<file path="config.mk">
export PLATFORM = sky130hd
export DESIGN_NAME = program_counter
export DESIGN_NICKNAME = d
export VERILOG_FILES = /design/src/rtl/pc_pkg.sv /design/src/rtl/pc_incrementer.sv /design/src/rtl/program_counter.sv
export SDC_FILE = /design/constraint.sdc
export NUM_CORES = 1
export LEC_CHECK = 0
export ABC_AREA = 1
export BUFFER_PORTS_ARGS = -buffer_cell sky130_fd_sc_hd__buf_2
export CORE_MARGIN = 2
export CORE_UTILIZATION = 38
export CTS_BUF_LIST = sky130_fd_sc_hd__clkbuf_8
export DETAILED_ROUTE_END_ITERATION = 16
export GPL_TIMING_DRIVEN = 0
export PLACE_DENSITY_LB_ADDON = 0.08
export SYNTH_ARGS = -nofsm -noshare
export SYNTH_HDL_FRONTEND = slang
export SYNTH_HIERARCHICAL = 1
export SYNTH_SLANG_ARGS = --single-unit
</file>
<file path="constraint.sdc">
create_clock -name clk -period 1.8 [get_ports clk]
set_input_delay 0.09 -clock clk [delete_from_list [all_inputs] [get_ports clk]]
set_output_delay 0.09 -clock clk [all_outputs]
set_load 0.005 [all_outputs]
</file>
<file path="src/rtl/pc_pkg.sv">
// Shared types and defaults for the Hack-style program counter.
// Holds the width/reset-vector defaults and the update-priority decode.
package pc_pkg;

  localparam int PC_WIDTH = 16;
  localparam logic [PC_WIDTH-1:0] PC_RESET_VECTOR = 16'h0000;

  typedef enum logic [1:0] {
    PC_HOLD,
    PC_INC,
    PC_LOAD,
    PC_RESET
  } pc_op_e;

  // Reset is tested first so X on load/inc never reaches the op while reset is high.
  function automatic pc_op_e pc_decode(input logic rst, input logic load, input logic inc);
    if (rst) return PC_RESET;
    if (load) return PC_LOAD;
    if (inc) return PC_INC;
    return PC_HOLD;
  endfunction

endpackage

</file>
<file path="src/rtl/pc_incrementer.sv">
// Combinational WIDTH-bit +1 with carry out.
// The carry marks the all-ones to zero rollover.
module pc_incrementer
  import pc_pkg::*;
#(
  parameter int WIDTH = PC_WIDTH
) (
  input  logic [WIDTH-1:0] a,
  output logic [WIDTH-1:0] sum,
  output logic             carry_out
);

  assign {carry_out, sum} = {1'b0, a} + {{WIDTH{1'b0}}, 1'b1};

endmodule

</file>
<file path="src/rtl/program_counter.sv">
// Hack-style program counter: reset-to-vector, load, increment, hold.
// Optional registered rollover flag 'wrap' when PC_WRAP_FLAG_EN is defined.
module program_counter
  import pc_pkg::*;
#(
  parameter int               WIDTH        = PC_WIDTH,
  parameter logic [WIDTH-1:0] RESET_VECTOR = WIDTH'(PC_RESET_VECTOR)
) (
  input  logic             clk,
  input  logic             reset,
  input  logic             load,
  input  logic             inc,
  input  logic [WIDTH-1:0] in,
  output logic [WIDTH-1:0] out
`ifdef PC_WRAP_FLAG_EN
  ,
  output logic             wrap
`endif
);

  pc_op_e           op;
  logic [WIDTH-1:0] pc_p0;
  logic [WIDTH-1:0] pc_nxt;
  logic [WIDTH-1:0] inc_sum;
  logic             inc_carry;

  pc_incrementer #(
    .WIDTH(WIDTH)
  ) u_inc (
    .a        (pc_p0),
    .sum      (inc_sum),
    .carry_out(inc_carry)
  );

  assign op = pc_decode(reset, load, inc);

  always_comb begin
    pc_nxt = pc_p0;
    case (op)
      PC_RESET: pc_nxt = RESET_VECTOR;
      PC_LOAD:  pc_nxt = in;
      PC_INC:   pc_nxt = inc_sum;
      default:  pc_nxt = pc_p0;
    endcase
  end

  // Stage p0: the PC register itself; out is driven straight from it.
  always_ff @(posedge clk or posedge reset) begin
    if (reset) pc_p0 <= RESET_VECTOR;
    else       pc_p0 <= pc_nxt;
  end

  assign out = pc_p0;

`ifdef PC_WRAP_FLAG_EN
  logic wrap_p0;

  // Only an increment out of all-ones raises the flag; load of zero does not.
  always_ff @(posedge clk or posedge reset) begin
    if (reset) wrap_p0 <= 1'b0;
    else       wrap_p0 <= (op == PC_INC) && inc_carry;
  end

  assign wrap = wrap_p0;
`else
  logic unused_carry;
  assign unused_carry = inc_carry;
`endif

endmodule

</file>
## Yosys cells after proc, flatten, opt, wreduce, memory -nomap -nowiden

Cells that the tools add are included.

| storage, ports and cells | value |
|---|---|
| bits in registers | 16 |
| output and inout port bits | 16 |

| cells by class | value |
|---|---|
| eq/ne operators | 3 |
| reductions and logical operators | 1 |
| mux-type cells | 13 |
| add/subtract/negate cells | 1 |

Operators with widths:

| operator | number |
|---|---|
| 16-bit case mux with 3 select lines | 1 |
| 16-bit by 1-bit adder with 16-bit output (second input constant) | 1 |
| 2-bit two-way mux | 6 |
| 1-bit two-way mux | 6 |
| 2-bit equality test (second input constant) | 2 |
| 3-bit nonzero test | 1 |
| 2-bit by 1-bit equality test with 1-bit output (second input constant) | 1 |

## Depth between registers and ports, before layout

Gate-level depths: netlist of the first run.

| depth | value |
|---|---|
| depth in word-level cells | 9 |
| gate-level depth with buffers | 11 |
| gate-level depth less buffers | 11 |

## By module

The synthesis of the first run kept the hierarchy.

By module, submodules not included:

| module | cells an instance | area each (um^2) | sequential area each (um^2) | times used |
|---|---|---|---|---|
| program_counter | 129 | 908.4 | 400.4 | 1 |
| pc_incrementer | 74 | 381.6 | 0.0 | 1 |

## Least setup slack after synthesis of the first run

No wires, ideal clock.

| path | value |
|---|---|
| path type | register to register |
| start | register pc_p0[0], in the netlist out[0] |
| end | register pc_p0[10], in the netlist out[10] |
| path buffers | 0 |
| cell stages (with the launch flop) | 10 |
| arrival time | 1.230 ns |
| slack | 0.454 ns |
| required time | 1.684 ns |
| cell sequence | dfrtp_1 -> ha_1 -> nand3_2 -> nor2_4 -> nand2_1 -> xor2_1 -> nand2_1 -> nand2_1 -> nand2_1 -> nand2_1 |

| on the way | value |
|---|---|
| word-level cells in the longest chain between the ends | 2 |

Ends and longest elaborated chain:

| item | RTL line | text |
|---|---|---|
| start, declared | program_counter.sv:22 | `logic [WIDTH-1:0] pc_p0;` |
| start signal, assigned | program_counter.sv:50 | `else pc_p0 <= pc_nxt;` |
| 16-bit by 1-bit adder with 16-bit output | pc_incrementer.sv:13 | `assign {carry_out, sum} = {1'b0, a} + {{WIDTH{1'b0}}, 1'b1};` |
| named net inc_sum[10] | program_counter.sv:24 | `logic [WIDTH-1:0] inc_sum;` |
| 16-bit case mux with 3 select lines | program_counter.sv:39 | `case (op)` |

The timed path passes the listed nets, and every way through them passes these cells.
A chain may end at the register's enable or synchronous reset.

## Final worst setup path of the first run

| path | value |
|---|---|
| start | input reset |
| end | register pc_p0[14], in the netlist out[14] |

| on the way | value |
|---|---|
| word-level cells in the longest chain between the ends | 4 |

Ends and longest elaborated chain:

| item | RTL line | text |
|---|---|---|
| start, declared | program_counter.sv:10 | `input logic reset,` |
| 1-bit two-way mux * | pc_pkg.sv:17 | `if (rst) return PC_RESET;` |
| 2-bit two-way mux * | pc_pkg.sv:18 | `if (load) return PC_LOAD;` |
| 2-bit by 1-bit equality test with 1-bit output / 2-bit equality test (equally long branches) | program_counter.sv:39 |  |
| 16-bit case mux with 3 select lines / 3-bit nonzero test (equally long branches) | -- |  |

Every way passes the cells marked *; elsewhere a longest branch is shown, timed or not.

==> results_dict.tcl, run 1 <==
set metrics [dict create \
    syn-num-nets 225 \
    num_rows 21 \
    gp_congestion 0.757 \
    placed_cells 282 \
    cts_tree "built" \
    slew-limit-headroom_pct 57.5 \
    synthCells 201 \
    clkTransAtPathRegs_ps 70 \
    max_clock_freq_mhz 638 \
    place_ws_ps 293 \
    period_needed_ps 1570 \
    core_area_um2 3280 \
    syn_avg_cell_area_um2 6.34 \
    die_area_um2 3830 \
    wire_per_inst_um 10.1 \
    rsz0062_at_grt "no" \
    worstSkewPairLatency_ps 260 \
    area_delta_synth_final_pct 22.3 \
    grt_pass1_vias 1157 \
    grt_usage_pct 18.1 \
    hold_buffers 1 \
    numClockSinks 16 \
    synth_area_um2 1270 \
    dr.pass1.iters 4 \
    fin_cells 286 \
    end_kind "register" \
    fin_crit_sh_pct 87.1 \
    grt_most_used_layer "met2" \
    outcome "finished clean" \
    finClkSkew_ps 11.8 \
    yosysWarnings 6 \
    worstSetupPathType "input port to register" \
    final_common_cell "nand2_1" \
    die_h_um 61.9 \
    antenna_found_initial 0 \
    ioPinCount 36 \
    p_total_uw 852 \
    arrival_ps 1710 \
    cts_made_buffers 3 \
    fill_cells 363 \
    drc_errors 0 \
    clockBufferDepth 2 \
    mostFrequentLayoutCells "122 x nand2_1, 37 x buf_2, 16 x dfrtp_1, 13 x inv_1, 11 x nor2_1" \
    setup_tns_ps 0 \
    hold_path.class "input port to register" \
    grt_use_met1_pct 23.2 \
    cts_root_buffer "clkbuf_8" \
    p_leak_nw 0.899 \
    htreeDepth 1 \
    gr-total-overflow 0 \
    finalMaxSlewViolations 0 \
    totalWireLength_mm 2.90 \
    fp.dieW_um 61.9 \
    start_kind "input port" \
    ant_nets 0 \
    use_met2_pct 31.0 \
    portBuffers 35 \
    largest_reg_flops 16 \
    drive_above_1_share_pct 22.5 \
    num_vias 1250 \
    drt_iter0_markers 58 \
    dp_hpwl_mm 2.22 \
    tightest_slew_ps 637 \
    vias_per_cell 4.37 \
    gr-usage-met3_pct 2.48 \
    cts_setup_buffers 0 \
    crit_required_ps 1940 \
    powerDensity_nw_per_um2 546 \
    setup_violations 0 \
    vdd_drop_max_uv 276 \
    nNetsFinal 266 \
    cap_violations 0 \
    critPathMaxFanout 10 \
    grt_pass1_wl_mm 5.08 \
    grt_max_degree 17 \
    finalHoldViolCount 0 \
    antennaDiodeCount 0 \
    setup_ws_ps 233 \
    initial_core_util_pct 38.8 \
    ctsResizeCount 0 \
]
[final timing paths]
path / cells after the start / startpoint / slack, ps / endpoint
min in group asynchronous: 3 / reset / 470 / out[7]
setup reg to reg: 9 / out[1] / 310 / out[10]
max in group asynchronous: 3 / reset / 910 / out[14]
setup / recovery: 11 / reset / 230 / out[14]
hold reg to reg: 2 / out[15] / 530 / out[15]
hold / removal: 5 / in[2] / 110 / out[2]
[stage by stage]
stage	utilization, %	cell area (um^2)	hold WS, ps
2_1_floorplan	-	1270	3.74
3_3_place_gp	45.9	1510	235
3_5_place_dp	45.9	1510	236
4_1_cts	47.5	1560	110
5_1_grt	47.5	1560	133
6_report	47.5	1560	107
[cell type report]
| class | count | area [um^2] | area share, % |
|---|---|---|---|
| inverter | 13 | 48.8 | 3.13 |
| tap | 46 | 57.6 | 3.69 |
| sequential | 16 | 400 | 25.7 |
| clock buffer | 3 | 41.3 | 2.65 |
| multi-input combinational | 165 | 759 | 48.7 |
| timing repair buffer | 36 | 185 | 11.9 |
| buffer | 7 | 66.3 | 4.25 |
[worst max-delay path, stage by stage]
cell           delay [ps]
dlygate4sd3_1         530
buf_2                 130
a21oi_1               210
inv_1                  70
ha_1                  190
buf_2                 160
buf_6                 150
nand2_1                50
nand2_1                40
nand2_1                50
nand2_1                40
[report_power, final]
group          total (mW)  internal [mW]  switching, mW
Sequential          0.403          0.377         0.0260
Clock               0.284          0.149          0.135
Combinational       0.165         0.0759         0.0889
[metal layers]
metal,part of all wire [%],up-vias
li1,-,681
met1,49,542
met2,47,23
met3,3.3,4
met4,1.4,0
met5,0,-
(Power assumes the default switching activity.)
==> run 2, diff against run 1 <==
--- a/config.mk
+++ b/config.mk
@@ -8,7 +8,7 @@
 export ABC_AREA = 1
 export BUFFER_PORTS_ARGS = -buffer_cell sky130_fd_sc_hd__buf_2
 export CORE_MARGIN = 2
-export CORE_UTILIZATION = 38
+export CORE_UTILIZATION = 42
 export CTS_BUF_LIST = sky130_fd_sc_hd__clkbuf_8
 export DETAILED_ROUTE_END_ITERATION = 16
 export GPL_TIMING_DRIVEN = 0
==> run 2 against run 1 <==
Compared with the run above:
- setup slack got worse by 32 ps
- critical endpoint is now out[0]
- clock power grew 17%
- routed wire length decreased by 1.1%
- global-route usage is 1.1 points higher
- largest power group unchanged
- sequential cell count did not move
- combinational power hardly changed
- die area down 8.9%
- maximum frequency down 2.0%
- via count grew 1.1%
- non-clock buffer count unchanged
==> results_dict.tcl, run 2 (synthesis results as in run 1) <==
set metrics [dict create \
    largest_reg_flops 16 \
    final_util_pct 54.9 \
    dr.pass1.iters 4 \
    setup_tns_ps 0 \
    setup_ws_ps 201 \
    p_leak_nw 0.906 \
    gr-total-overflow 0 \
    cts_tree "built" \
    mostFrequentLayoutCells "122 x nand2_1, 37 x buf_2, 16 x dfrtp_1, 13 x inv_1, 11 x nor2_1" \
    dp_hpwl_mm 2.17 \
    crit_required_ps 1950 \
    drive_above_1_share_pct 22.8 \
    final_common_cell "nand2_1" \
    start_kind "input port" \
    vias_per_cell 4.65 \
    ctsResizeCount 0 \
    finalMaxSlewViolations 0 \
    setup_violations 0 \
    die_area_um2 3490 \
    cts_root_buffer "clkbuf_8" \
    grt_pass1_vias 1136 \
    critical_path.top_delay_family "buffers and inverters" \
    grt_max_degree 17 \
    num_vias 1264 \
    arrival_ps 1740 \
    cts_setup_buffers 0 \
    drc_errors 0 \
    fin_crit_sh_pct 88.8 \
    grt_usage_pct 19.2 \
    worstSkewPairLatency_ps 260 \
    hold_buffers 1 \
    drt_iter0_markers 38 \
    nNetsFinal 266 \
    grt_pass1_wl_mm 5.06 \
    finalHoldViolCount 0 \
    ant_nets 0 \
    ioPinCount 36 \
    p_total_uw 900 \
    initial_core_util_pct 45.1 \
    worstSetupPathType "input port to register" \
    portBuffers 35 \
    max_stage_delay_ps 540 \
    gp_congestion 0.766 \
    cp_cell_sequence "dlygate4sd3_1 > buf_2 > a21oi_1 > inv_1 > ha_1 > buf_2 > buf_6 > nand2_1 > nand2_1 > nand2_1 > nand2_1" \
    antennaDiodeCount 0 \
    critPathBufInv 5 \
    cpMostUsedCell "nand2_1" \
    place_ws_ps 311 \
    clockBufferDepth 2 \
    core_area_um2 2830 \
    num_rows 19 \
    hold_path.class "input port to register" \
    fp.dieW_um 59.1 \
    finClkSkew_ps 3.86 \
    tightest_slew_ps 639 \
    slew-limit-headroom_pct 57.4 \
    rsz0062_at_grt "no" \
    vdd_drop_max_uv 386 \
    numClockSinks 16 \
    end_kind "register" \
    max_clock_freq_mhz 625 \
    die_h_um 59.1 \
    critPathMaxFanout 10 \
    cap_violations 0 \
    outcome "finished clean" \
    htreeDepth 1 \
    totalWireLength_mm 2.87 \
    powerDensity_nw_per_um2 579 \
    area_delta_synth_final_pct 21.9 \
    period_needed_ps 1600 \
    cp_slowest_cell "dlygate4sd3_1" \
    wire_per_inst_um 10.5 \
    clkTransAtPathRegs_ps 70 \
    antenna_found_initial 0 \
    cts_made_buffers 3 \
]
==> run 2: per-stage QoR <==
stage,area (um^2),std cells,hold slack (ps)
4_1_cts,1550,272,109
5_1_grt,1550,272,132
6_report,1550,272,110
2_1_floorplan,1270,201,3.74
3_3_place_gp,1490,267,224
3_5_place_dp,1490,267,231
==> run 2: final timing paths <==
path                         start       to  slack (ps)  cells after the start
max                          reset   out[0]         200                     11
min                          in[8]   out[8]         110                      5
max reg2reg                 out[1]  out[10]         320                      9
min reg2reg                out[15]  out[15]         540                      2
max in group asynchronous    reset  out[15]         900                      3
min in group asynchronous    reset   out[9]         480                      3
==> run 2: layout make-up <==
class / instances / area, um^2
inverter: 13 / 48.8
timing repair buffer: 36 / 185
buffer: 7 / 66.3
clock buffer: 4 / 55.1
fill: 297 / 1270
sequential: 16 / 400
multi-input combinational: 165 / 759
tap: 31 / 38.8
==> run 2: layer usage <==
metal  vias to the layer above  global-route usage, %  part of all wire [%]
li1                        684                      -                     -
met1                       547                   25.3                    50
met2                        28                   31.4                    44
met3                         5                   2.62                   3.5
met4                         0                   7.79                   1.7
met5                         -                      0                     0
==> run 2: tightest hold or removal path: stages <==
cell     delay, ps
buf_2           70
nand2_1         40
nand2_1         50
nand2_1         40
nand2_1         40
==> run 2: power by group <==
group          internal [mW]  switching [mW]
Combinational         0.0760          0.0892
Sequential             0.377          0.0264
Clock                  0.194           0.137
==> run 3, diff against run 2 <==
--- a/config.mk
+++ b/config.mk
@@ -5,8 +5,9 @@
 export SDC_FILE = /design/constraint.sdc
 export NUM_CORES = 1
 export LEC_CHECK = 0
-export ABC_AREA = 1
+export ABC_AREA = 0
 export BUFFER_PORTS_ARGS = -buffer_cell sky130_fd_sc_hd__buf_2
+export CORE_ASPECT_RATIO = 0.6
 export CORE_MARGIN = 2
 export CORE_UTILIZATION = 42
 export CTS_BUF_LIST = sky130_fd_sc_hd__clkbuf_8
==> run 3 against run 2 <==
Compared with the run above:
- critical path depth is 5 lower
- maximum frequency shrank 5.1%
- global-route usage rose by 1.9 points
- sequential power is essentially flat
- routed wire length is 4.3% higher
- synthesized cell count fell by 38%
- register-to-register slack got worse by 200 ps
- first-iteration DRC count rose by 87%
- power rose by 0.25%
- clock skew fell by 0.73 ps
- setup slack got worse by 86 ps
- sequential cell count stayed put
- critical endpoint is now out[14]
- largest cell class unchanged
- largest power group unchanged
==> results_dict.tcl, run 3 <==
set metrics [dict create \
    vias_per_cell 5.41 \
    arrival_ps 1830 \
    reg2reg_slack_ps 120 \
    htreeDepth 1 \
    vdd_drop_max_uv 319 \
    gp_congestion 0.805 \
    worstSkewPairLatency_ps 250 \
    cts_made_buffers 3 \
    drt_iter0_markers 71 \
    portBuffers 35 \
    place_ws_ps 42.2 \
    clock_power_share_pct 36.4 \
    drc_errors 0 \
    nNetsFinal 191 \
    setup_tns_ps 0 \
    ioPinCount 36 \
    top_layer_used "met4" \
    antenna_found_initial 0 \
    end_kind "register" \
    mostFrequentLayoutCells "37 x buf_2, 20 x nand2_1, 16 x a22oi_1, 15 x dfrtp_1" \
    die_area_um2 3180 \
    setup_violations 0 \
    initial_core_util_pct 45.1 \
    synth_area_um2 1150 \
    dp_hpwl_mm 2.26 \
    grt_pass1_vias 1082 \
    outcome "finished clean" \
    dr.pass1.iters 4 \
    p_total_uw 902 \
    hold_path.class "input port to register" \
    clkTransAtPathRegs_ps 60 \
    totalWireLength_mm 2.99 \
    combPwrFrac_pct 18.6 \
    clockBufferDepth 2 \
    final_common_cell "buf_2" \
    ant_nets 0 \
    num_rows 14 \
    critPathMaxFanout 5 \
    largest_reg_flops 16 \
    powerDensity_nw_per_um2 624 \
    area_delta_synth_final_pct 26.1 \
    start_kind "register" \
    syn_avg_cell_area_um2 9.24 \
    p_sw_uw 253 \
    wire_per_inst_um 15.1 \
    wl_met2_mm 1.35 \
    synthCells 124 \
    yosysWarnings 6 \
    num_vias 1072 \
    antennaDiodeCount 0 \
    finalMaxSlewViolations 0 \
    grt_max_degree 17 \
    cp_cell_sequence "ha_2 > nand4_2 > nor4_2 > xor2_1 > a22oi_1 > o21ai_2" \
    critical_path.top_delay_family "simple AND/OR/NAND/NOR gates" \
    cts_root_buffer "clkbuf_8" \
    numClockSinks 16 \
    seqPwrFrac_pct 45.0 \
    p_int_uw 649 \
    slew-limit-headroom_pct 57.0 \
    die_h_um 44.5 \
    drive_above_1_share_pct 39.8 \
    core_area_um2 2540 \
    grt_usage_pct 21.0 \
    cts_tree "built" \
    fp.dieW_um 71.4 \
    tightest_slew_ps 644 \
    final_cell_area_um2 1450 \
    grt_pass1_wl_mm 4.98 \
    syn-num-nets 148 \
    switching_share_pct 28.0 \
    finalHoldViolCount 0 \
    dpl-instance-area_um2 1360 \
    period_needed_ps 1680 \
    max_clock_freq_mhz 594 \
    finClkSkew_ps 3.12 \
    crit_required_ps 1950 \
    routed-wl-met3_um 177 \
    wl_met1_mm 1.42 \
    setup_ws_ps 115 \
    max_stage_delay_ps 400 \
    worstSetupPathType "register to register" \
    cap_violations 0 \
    p_leak_nw 0.718 \
    cp_slowest_cell "dfrtp_1" \
    fin_crit_sh_pct 93.6 \
    critPathBufInv 0 \
    gr-total-overflow 0 \
]
[run 3: per-stage QoR]
stage          util [%]  std cells  hold slack [ps]
3_3_place_gp       53.6        191              234
4_1_cts            56.2        196              105
6_report           56.9        198              107
3_5_place_dp       53.6        191              235
5_1_grt            56.9        198              109
2_1_floorplan         -        124             3.74
[run 3: area by class of cell]
| type | instances | area [um^2] |
|---|---|---|
| fill | 236 | 1090 |
| multi-input combinational | 94 | 662 |
| inverter | 6 | 22.5 |
| buffer | 8 | 63.8 |
| timing repair buffer | 38 | 200 |
| tap | 32 | 40.0 |
| sequential | 16 | 402 |
| clock buffer | 4 | 55.1 |
[run 3: worst paths after layout]
kind	startpoint	endpoint	depth (start not counted)
setup / recovery	out[1]	out[14]	6
hold / removal	in[0]	out[0]	3
setup reg to reg	out[1]	out[14]	6
hold reg to reg	out[15]	out[15]	2
max in group asynchronous	reset	out[0]	3
min in group asynchronous	reset	out[11]	3
[run 3: worst register-to-register path, cell delays in order, from the launching register on]
cell     delay (ps)
dfrtp_1         400
ha_2            250
nand4_2         180
nor4_2          330
xor2_1          120
a22oi_1         230
o21ai_2          60
[run 3: power by group through the flow]
stage               sequential (mW)  clock, mW  combinational (mW)
floorplan                     0.409          0               0.102
global placement              0.411          0               0.162
detailed placement            0.412          0               0.167
CTS                           0.405      0.334               0.169
global route                  0.410      0.352               0.185
finish                        0.406      0.328               0.168
[run 3: timing repair]
| action | CTS | global route |
|---|---|---|
| setup buffers | 0 | 2 |
| setup endpoints to repair | 0 | 4 |
| endpoints found under the hold margin | 16 | 0 |
| resized for setup | 0 | 2 |
| hold buffers | 1 | 0 |
[run 3: routing by layer]
metal  global-route usage [%]  vias up
met3                     6.83        6
met5                        0        -
met4                     9.81        0
met1                     26.0      513
li1                         -      523
met2                     33.9       30
